File: src/rtl/pipeline_hazard_ctrl_pkg.sv
`default_nettype none
// ============================================================================
// Module      : pipeline_hazard_ctrl_pkg
// Description : Shared types for the hazard/forwarding controller: FSM state,
//               scoreboard entry and the register-match helper.
// Revision    : 1.0 - initial release
// ============================================================================
package pipeline_hazard_ctrl_pkg;

    // Widest register address the scoreboard can hold; narrower files zero-extend.
    localparam int c_SB_RD_W = 8;

    localparam logic [c_SB_RD_W-1:0] REG_ZERO = '0;

    typedef enum logic [1:0] {
        RUN    = 2'd0,
        DRAIN  = 2'd1,
        HALTED = 2'd2
    } hz_state_e;

    typedef struct packed {
        logic                 valid;
        logic [c_SB_RD_W-1:0] rd;
        logic                 reg_write;
        logic                 mem_read;
    } sb_entry_t;

    localparam sb_entry_t c_SB_EMPTY = '0;

    function automatic logic sb_hit(
        input sb_entry_t            e,
        input logic [c_SB_RD_W-1:0] src,
        input logic                 uses
    );
        return e.valid && e.reg_write && (e.rd == src) && (src != REG_ZERO) && uses;
    endfunction

endpackage
`default_nettype wire

File: src/rtl/pipeline_hazard_ctrl_hazard_match.sv
`default_nettype none
// ============================================================================
// Module      : hazard_match
// Description : Compares one source register against the EX/MEM/WB scoreboard
//               slots; returns a nearest-producer one-hot select and load hit.
// Revision    : 1.0 - initial release
// ============================================================================
module hazard_match
    import pipeline_hazard_ctrl_pkg::*;
(
    input  logic [c_SB_RD_W-1:0] i_src,
    input  logic                 i_uses,
    input  sb_entry_t            i_slot0,
    input  sb_entry_t            i_slot1,
    input  sb_entry_t            i_slot2,
    output logic [2:0]           o_sel,       // {ex, mem, wb}
    output logic                 o_load_hit
);

    logic w_hit0;
    logic w_hit1;
    logic w_hit2;
    logic w_unused;

    assign w_hit0 = sb_hit(i_slot0, i_src, i_uses);
    assign w_hit1 = sb_hit(i_slot1, i_src, i_uses);
    assign w_hit2 = sb_hit(i_slot2, i_src, i_uses);

    assign o_sel      = {w_hit0, ~w_hit0 & w_hit1, ~w_hit0 & ~w_hit1 & w_hit2};
    // Only a load still in EX cannot be forwarded; older loads have their data.
    assign o_load_hit = w_hit0 & i_slot0.mem_read;

    assign w_unused = &{1'b0, i_slot1.mem_read, i_slot2.mem_read};

endmodule
`default_nettype wire

File: src/rtl/pipeline_hazard_ctrl.sv
`default_nettype none
// ============================================================================
// Module      : pipeline_hazard_ctrl
// Description : Hazard/forwarding controller for the 5-stage MIPS-lite pipe:
//               scoreboard, forward selects, stalls, flush and halt drain.
//               Macro HAZARD_FORWARDING_EN enables operand forwarding.
// Revision    : 1.0 - initial release
// ============================================================================
module pipeline_hazard_ctrl
    import pipeline_hazard_ctrl_pkg::*;
#(
    parameter int REG_AW    = 5,
    parameter int CNT_W     = 32,
    parameter int DRAIN_CYC = 3
)(
    input  logic              clk,
    input  logic              rst_n,
    input  logic              id_valid,
    input  logic [REG_AW-1:0] id_rs,
    input  logic [REG_AW-1:0] id_rt,
    input  logic              id_uses_rs,
    input  logic              id_uses_rt,
    input  logic [REG_AW-1:0] id_rd,
    input  logic              id_reg_write,
    input  logic              id_mem_read,
    input  logic              id_halt,
    input  logic              branch_taken,
    output logic              stall_o,
    output logic              bubble_o,
    output logic              flush_o,
    output logic              Forward_1,
    output logic              Forward_2,
    output logic              mem_Forward_1,
    output logic              mem_Forward_2,
    output logic              wb_Forward_1,
    output logic              wb_Forward_2,
    output logic              halted_o,
    output logic [CNT_W-1:0]  stall_count
);

    localparam int                  c_DCNT_W     = (DRAIN_CYC > 1) ? $clog2(DRAIN_CYC) : 1;
    localparam logic [c_DCNT_W-1:0] c_DRAIN_LAST = c_DCNT_W'(DRAIN_CYC - 1);

    sb_entry_t            r_slot0;
    sb_entry_t            r_slot1;
    sb_entry_t            r_slot2;
    hz_state_e            r_state;
    logic [c_DCNT_W-1:0]  r_dcnt;
    logic [2:0]           r_fwd1;
    logic [2:0]           r_fwd2;
    logic                 r_halted;
    logic [CNT_W-1:0]     r_stall_cnt;

    logic [c_SB_RD_W-1:0] w_rs;
    logic [c_SB_RD_W-1:0] w_rt;
    logic [c_SB_RD_W-1:0] w_rd;
    logic [2:0]           w_sel_rs;
    logic [2:0]           w_sel_rt;
    logic                 w_load_rs;
    logic                 w_load_rt;
    logic [2:0]           w_fwd_rs;
    logic [2:0]           w_fwd_rt;
    logic                 w_hazard;
    logic                 w_stall;
    logic                 w_bubble;
    logic                 w_issue;
    logic                 w_halt_issue;
    logic                 w_slot0_load;

    assign w_rs = c_SB_RD_W'(id_rs);
    assign w_rt = c_SB_RD_W'(id_rt);
    assign w_rd = c_SB_RD_W'(id_rd);

    hazard_match u_match_rs (
        .i_src      (w_rs),
        .i_uses     (id_uses_rs),
        .i_slot0    (r_slot0),
        .i_slot1    (r_slot1),
        .i_slot2    (r_slot2),
        .o_sel      (w_sel_rs),
        .o_load_hit (w_load_rs)
    );

    hazard_match u_match_rt (
        .i_src      (w_rt),
        .i_uses     (id_uses_rt),
        .i_slot0    (r_slot0),
        .i_slot1    (r_slot1),
        .i_slot2    (r_slot2),
        .o_sel      (w_sel_rt),
        .o_load_hit (w_load_rt)
    );

`ifdef HAZARD_FORWARDING_EN
    assign w_hazard = w_load_rs | w_load_rt;
    assign w_fwd_rs = w_sel_rs;
    assign w_fwd_rt = w_sel_rt;
`else
    // Without forwarding every in-flight producer blocks; a load hit is a subset.
    assign w_hazard = (|w_sel_rs) | (|w_sel_rt) | w_load_rs | w_load_rt;
    assign w_fwd_rs = 3'b000;
    assign w_fwd_rt = 3'b000;
`endif

    always_comb begin
        w_stall  = 1'b0;
        w_bubble = 1'b0;
        case (r_state)
            RUN: begin
                if (!branch_taken && id_valid && w_hazard) begin
                    w_stall  = 1'b1;
                    w_bubble = 1'b1;
                end
            end
            DRAIN:   w_stall = ~branch_taken;
            HALTED:  w_stall = 1'b1;
            default: w_stall = 1'b0;
        endcase
    end

    assign w_issue      = (r_state == RUN) && id_valid && !w_stall && !branch_taken;
    assign w_halt_issue = w_issue && id_halt;
    // A halt moves down the pipe as a bubble.
    assign w_slot0_load = w_issue && !id_halt;

    always_ff @(posedge clk) begin
        if (!rst_n) begin
            r_slot0 <= c_SB_EMPTY;
            r_slot1 <= c_SB_EMPTY;
            r_slot2 <= c_SB_EMPTY;
            r_fwd1  <= 3'b000;
            r_fwd2  <= 3'b000;
        end else begin
            r_slot2 <= r_slot1;
            r_slot1 <= r_slot0;
            if (w_slot0_load) begin
                r_slot0 <= '{valid: 1'b1, rd: w_rd, reg_write: id_reg_write, mem_read: id_mem_read};
                r_fwd1  <= w_fwd_rs;
                r_fwd2  <= w_fwd_rt;
            end else begin
                r_slot0 <= c_SB_EMPTY;
                r_fwd1  <= 3'b000;
                r_fwd2  <= 3'b000;
            end
        end
    end

    always_ff @(posedge clk) begin
        if (!rst_n) begin
            r_state     <= RUN;
            r_dcnt      <= '0;
            r_halted    <= 1'b0;
            r_stall_cnt <= '0;
        end else begin
            case (r_state)
                RUN: begin
                    if (w_halt_issue) begin
                        r_state <= DRAIN;
                        r_dcnt  <= '0;
                    end
                    if (w_stall && (r_stall_cnt != {CNT_W{1'b1}}))
                        r_stall_cnt <= r_stall_cnt + CNT_W'(1);
                end
                DRAIN: begin
                    // A taken branch means the halt was on the wrong path.
                    if (branch_taken) begin
                        r_state <= RUN;
                        r_dcnt  <= '0;
                    end else if (r_dcnt == c_DRAIN_LAST) begin
                        r_state  <= HALTED;
                        r_halted <= 1'b1;
                        r_dcnt   <= '0;
                    end else begin
                        r_dcnt <= r_dcnt + c_DCNT_W'(1);
                    end
                end
                HALTED:  r_halted <= 1'b1;
                default: r_state  <= RUN;
            endcase
        end
    end

    assign stall_o       = w_stall;
    assign bubble_o      = w_bubble;
    assign flush_o       = branch_taken;
    assign Forward_1     = r_fwd1[2];
    assign mem_Forward_1 = r_fwd1[1];
    assign wb_Forward_1  = r_fwd1[0];
    assign Forward_2     = r_fwd2[2];
    assign mem_Forward_2 = r_fwd2[1];
    assign wb_Forward_2  = r_fwd2[0];
    assign halted_o      = r_halted;
    assign stall_count   = r_stall_cnt;

endmodule
`default_nettype wire

File: config.mk
export PLATFORM = sky130hd
export DESIGN_NAME = pipeline_hazard_ctrl
export DESIGN_NICKNAME = d
export VERILOG_FILES = /design/src/rtl/pipeline_hazard_ctrl_pkg.sv /design/src/rtl/pipeline_hazard_ctrl_hazard_match.sv /design/src/rtl/pipeline_hazard_ctrl.sv
export SDC_FILE = /design/constraint.sdc
export NUM_CORES = 1
export LEC_CHECK = 0
export BUFFER_PORTS_ARGS = -buffer_cell sky130_fd_sc_hd__buf_2
export CAP_MARGIN = 40
export CORE_ASPECT_RATIO = 0.8
export CORE_MARGIN = 1
export CORE_UTILIZATION = 50
export CTS_CLUSTER_DIAMETER = 60
export DETAILED_ROUTE_END_ITERATION = 12
export PLACE_DENSITY_LB_ADDON = 0.1
export SYNTH_ARGS = -nofsm -noshare
export SYNTH_HDL_FRONTEND = slang
export SYNTH_SLANG_ARGS = --single-unit
File: constraint.sdc
create_clock -name clk -period 3.3 [get_ports clk]
set_input_delay 0.165 -clock clk [delete_from_list [all_inputs] [get_ports clk]]
set_output_delay 0.165 -clock clk [all_outputs]
set_load 0.1 [all_outputs]
[Yosys cells after proc, flatten, opt, wreduce, memory -nomap -nowiden]
Index checks and enable logic that the tools add are counted.
Word-level totals
  bits in registers: 68
  input bits: 24
Operators by class
  $add $sub $neg: 2
  equal/unequal tests: 14
  mux-type cells: 15
  bitwise operators: 17
  reductions and logical operators: 44
Operator list (number)
  8-bit by 5-bit == test with 1-bit output: 6
  32-bit by 1-bit adder with 32-bit output (second input constant): 1
  32-bit != test (second input constant): 1
  1-bit logical AND: 29
  8-bit nonzero test: 2
  2-bit two-way mux: 6
  11-bit two-way mux: 1
  1-bit bitwise AND: 8
  2-bit != test (second input constant): 3
  1-bit inverter: 6
  2-bit case mux with 3 select lines: 1
  2-bit AND reduction: 3
  3-bit AND reduction: 2
  3-bit OR reduction: 2
  2-bit == test (second input constant): 2
  1-bit two-way mux: 4
  2-bit case mux with 2 select lines: 1
  2-bit nonzero test: 2
  1-bit logical NOT: 3
  3-bit != test (second input constant): 1
  1-bit bitwise OR: 3
  1-bit case mux with 3 select lines: 1
  2-bit by 1-bit adder with 2-bit output (second input constant): 1
  2-bit by 1-bit == test with 1-bit output (second input constant): 1
  other kinds (2): 2

[Depth between registers and ports, before layout]
  depth in word-level cells: 20
  mapped depth: 11
  depth with buffers taken out: 8

[Modules after synthesis]
From an unflattened synthesis, not the netlist that was laid out.
Second synthesis, totals
  cells, all modules: 371
  area total of the unflattened synthesis: 3270.6 um^2
Modules (own cells, without submodules)
  pipeline_hazard_ctrl: instances 1, cells each 283, area an instance 2580.0 um^2, sequential area each 1221.2 um^2
  hazard_match: instances 2, cells each 44, area an instance 345.3 um^2, sequential area each 0.0 um^2

[Least setup slack after synthesis]
OpenSTA, ideal clock, no wires.
  path type: register to register
  from: register r_stall_cnt[0], in the netlist stall_count[0]
  to: register r_stall_cnt[1], in the netlist stall_count[1]
  library setup time: 128 ps
  data arrival time: 2856 ps
  path slack: 317 ps
  cell stages (with the launch flop): 12
  buffers on the path: 3
  path through: dfxtp_1 > ha_1 > and2_1 > clkbuf_1 > and3_1 > and3_1 > nand2_1 > o211ai_2 > buf_2 > buf_2 > mux2i_1 > nor2_1
Between the ends
  cells in the longest elaborated chain, start to end: 3
  elaborated cells between the ends (all ways): 4
  classes of those cells: 1 x add/sub; 1 x eq/ne; 2 x reduce/logical
Ends and longest elaborated chain
  start: declaration: line pipeline_hazard_ctrl.sv:52  | logic [CNT_W-1:0] r_stall_cnt;
  start signal: assignment: line pipeline_hazard_ctrl.sv:162  | r_stall_cnt <= r_stall_cnt + CNT_W'(1);
  branches (longest 3 deep; another with 32-bit by 1-bit adder with 32-bit output)
Several ways; the timed one is not identified.
A chain may end at the register's enable or synchronous reset.

[Worst setup path in the final report]
  from: register r_slot0[5] (netlist bit)
  to: output stall_o
Between the ends
  cells in the longest elaborated chain, start to end: 14
  elaborated cells between the ends (all ways): 26
  classes of those cells: 2 x eq/ne; 2 x mux; 13 x bitwise; 9 x reduce/logical
Ends and longest elaborated chain
  start: declaration: line pipeline_hazard_ctrl.sv:44  | sb_entry_t r_slot0;
  start signal: assignment: line pipeline_hazard_ctrl.sv:128  | r_slot0 <= c_SB_EMPTY;
  start signal: assignment: line pipeline_hazard_ctrl.sv:137  | r_slot0 <= '{valid: 1'b1, rd: w_rd, reg_write: id_reg_write, mem_read: id_mem_read};
  start signal: assignment: line pipeline_hazard_ctrl.sv:141  | r_slot0 <= c_SB_EMPTY;
  8-bit by 5-bit == test with 1-bit output: line pipeline_hazard_ctrl_pkg.sv:35  | return e.valid && e.reg_write && (e.rd == src) && (src != REG_ZERO) && uses;
  1-bit logical AND (3 in series): line pipeline_hazard_ctrl_pkg.sv:35
  1-bit inverter: line pipeline_hazard_ctrl_hazard_match.sv:29  | assign o_sel = {w_hit0, ~w_hit0 & w_hit1, ~w_hit0 & ~w_hit1 & w_hit2};
  1-bit bitwise AND (2 in series): line pipeline_hazard_ctrl_hazard_match.sv:29
  3-bit OR reduction: line pipeline_hazard_ctrl.sv:100  | assign w_hazard = (|w_sel_rs) | (|w_sel_rt) | w_load_rs | w_load_rt;
  1-bit bitwise OR (2 in series): line pipeline_hazard_ctrl.sv:100
  1-bit bitwise OR *: line pipeline_hazard_ctrl.sv:100
  1-bit logical AND *: line pipeline_hazard_ctrl.sv:110  | if (!branch_taken && id_valid && w_hazard) begin
  1-bit two-way mux *: line pipeline_hazard_ctrl.sv:110
  1-bit case mux with 3 select lines *: line pipeline_hazard_ctrl.sv:108  | case (r_state)
  end: declaration: line pipeline_hazard_ctrl.sv:28  | output logic stall_o,
Mark *: on every way between the ends. The rest lies on a longest branch, timed or not.

==> results.yml <==
run_status:
  status: "complete, but fails checks"
  violations: "DRC"
critical_path:
  reg2regPathDepth: 9
  r2r_end: "stall_count[15]$_SDFFE_PN0P_"
  reg2reg_slack_ps: 690
  worstSetupEndpoint: "stall_o"
  reg2reg_from: "stall_count[0]$_SDFFE_PN0P_"
  startpoint_type: "flip-flop"
  cp_max_fo: 5
  end_kind: "output port"
  crit_type: "reg2out"
  worstPathArrival_ps: 2490
  crit_required_ps: 3130
  timing.critical_path.from: "r_slot0[5]$_SDFF_PN0_"
clocking:
  htreeDepth: 3
  root_buffer: "clkbuf_8"
  cts_tree: "yes"
  ctsHoldBuffers: 0
  cts.clk_slew.worst_paths_ps: 70
  clockBufferDepth: 2
  postCtsSetupBuffers: 0
  cts_buffers: 9
  clock-sinks: 58
  clk_latency_ps: 330
  cts-resized-gates: 0
grt:
  grtUsageTotal: 0.231
  grt_max_degree: 44
  grt_most_used_layer: "met1"
  grt.met3_usage: 0.0643
  grt.met1_usage: 0.339
  overflow: 0
  met2_usage: 0.327
  grt_pass1_vias: 2279
  grt_pass1_wl_mm: 10.7
  antenna_found_initial: 0
job:
  cap_violations: 0
floorplan:
  rows: 24
  die_width_um: 86.3
  dieHeight_um: 69.4
  die_area_um2: 5990
  design.core.area_um2: 5470
  ios: 66
  start_util: 0.520
sta:
  period_share: 0.806
  fin_skew_ps: 9.45
  fin_crit_ps: 2660
  drv_slew: 0
  worst_slew_pin_slew_ps: 857
  rsz0062_at_grt: "false"
  max_slew_margin: 0.426
  fmax_ghz: 0.376
  setup-tns-final_ps: 0
  hold_viol: 0
  setup_viol: 0
drt:
  vias: 2552
  antenna_left: 0
  firstDrtPassIters: 8
  drt_iter0_markers: 142
  wl_mm: 6.47
  post_drt_wl_per_cell_um: 13.9
  via_per_inst: 5.48
  drt_drc_violations_left: 1
min_path:
  hold_path.class: "in2reg"
place:
  io_buffers: 58
  dp.cells: 450
  dp_hpwl_mm: 4.61
  gp_congestion: 0.825
finish:
  fillerInstances: 532
  drive_above_1_share: 0.204
  nNetsFinal: 408
  fin_cells: 466
  antennaDiodeCount: 0
  syn2layout_area_growth_pct: 18.9
  post-route-util: 0.618
yosys:
  yosysSeqAreaShare: 0.409
  synth_edf_count: 0
  netlist_instances: 326
  ys_types: 39
  ys_async_sr_fraction: 0
  ys_seq_elements: 58
  ys.flop_type: "dfxtp_1"
  synth.cell_area_um2: 2840
  synth-warning-count: 0
  syn_avg_cell_area_um2: 8.71
power:
  max-vdd-ir-drop_mv: 0.317
  p_per_area_nw_per_um2: 434
  total_leakage_power_uw: 0.00136
[state kept, by name, indices dropped and copies added, names as in the netlist]
register,flops
r_state,2
r_slot0,7
r_dcnt,2
halted_o,1
stall_count,32
r_slot1,7
r_slot2,7
[cells by family after synthesis]
| family | share of synthesized area |
|---|---|
| AOI/OAI and AO/OA | 0.144 |
| xor gates and xnor gates | 0.0987 |
| adders and majority gates | 0.00440 |
| buffers and inverters | 0.0427 |
| DFF | 0.409 |
| muxes | 0.0106 |
| other | 0.00132 |
| and+or+nand+nor | 0.289 |
[cells in the final DEF, fill, tap and decap left out, drive strengths merged]
master | netlist | routed
o21a | 3 | 3
xor2 | 26 | 26
nor3 | 3 | 3
o221a | 1 | 1
or4 | 10 | 10
nor3b | 1 | 1
and3 | 8 | 8
xnor2 | 6 | 6
bufinv | 0 | 1
nand2b | 3 | 3
nand3b | 2 | 2
a21oi | 28 | 28
nand3 | 12 | 12
or2 | 1 | 1
dfxtp | 58 | 58
nand4 | 11 | 11
o211ai | 2 | 2
nand2 | 22 | 22
o31ai | 7 | 7
conb | 1 | 6
and2 | 21 | 21
nor4b | 1 | 1
mux2i | 3 | 3
o31a | 2 | 2
and4 | 4 | 4
or3 | 18 | 18
nor2b | 3 | 3
ha | 1 | 1
a31oi | 3 | 3
inv | 5 | 5
o21ai | 23 | 23
buf | 11 | 60
nor4 | 11 | 11
nor2 | 7 | 7
clkbuf | 8 | 14
clkinv | 0 | 1
[worst min path at each step]
stage | start | endpoint | slack, ps | cells past startpoint
after detailed placement | id_rd[2] | r_slot0[4]$_SDFF_PN0_ | 370 | 2
after global routing | id_rd[0] | r_slot0[2]$_SDFF_PN0_ | 20 | 2
final | id_rd[2] | r_slot0[4]$_SDFF_PN0_ | 30 | 2
after CTS | id_rd[2] | r_slot0[4]$_SDFF_PN0_ | 20 | 2
after floorplan | id_reg_write | r_slot0[1]$_SDFF_PN0_ | 290 | 1
after global placement | id_rd[1] | r_slot0[3]$_SDFF_PN0_ | 360 | 2
[where the power goes]
group	internal, uW	switching [uW]
clock network	390	267
registers	704	4.02
logic	27.6	74.4
[synth_stat cells (4+ instances only)]
cell      instances  area share
buf_2             4      0.0070
inv_1             5      0.0066
xnor2_1           6       0.019
nor2_1            7      0.0093
or4_1            10       0.026
nor4_1           10       0.022
and2_1           21       0.046
dfxtp_1          58        0.41
buf_4             7       0.019
and3_1            8       0.018
nand4_1          11       0.024
a21oi_1          28       0.049
o21ai_0          23       0.041
nand3_1          12       0.021
o31ai_1           7       0.019
or3_1            18       0.040
xor2_1           26       0.080
and4_1            4       0.012
clkbuf_1          8       0.011
nand2_1          22       0.029
[cell type report]
cell class	count	area (um^2)	area share
multi-input cells	249	1580	0.467
flip-flops and latches	58	1160	0.344
repair buffers	60	325	0.0963
clock buffers	14	163	0.0482
well taps	78	97.6	0.0289
clock inverters	2	35.0	0.0104
inverters	5	18.8	0.00556
[per-layer routing]
layer / wire length, um / vias to the layer above
li1: - / 1293
met1: 3320 / 1197
met2: 2760 / 56
met3: 331 / 6
met4: 59 / 0
met5: 0 / -
[worst max-delay path, stage by stage, from the launching register on]
cell	delay [ps]
dfxtp_1	350
xor2_1	150
nor4_1	300
nand4_1	160
a31oi_2	330
o21ai_0	290
nand2_1	160
buf_2	430
[per-stage QoR]
stage / setup WS [ps] / cell area (um^2) / power (uW) / hold slack (ps)
CTS: 592 / 3380 / 1480 / 18.0
detailed placement: 688 / 3180 / 825 / 367
floorplan: 317 / 2860 / 799 / 287
global route: 408 / 3380 / 1520 / 23.9
finish: 641 / 3380 / 1470 / 29.6
global placement: 768 / 3160 / 822 / 364
Power figures use the tool's default switching activity.
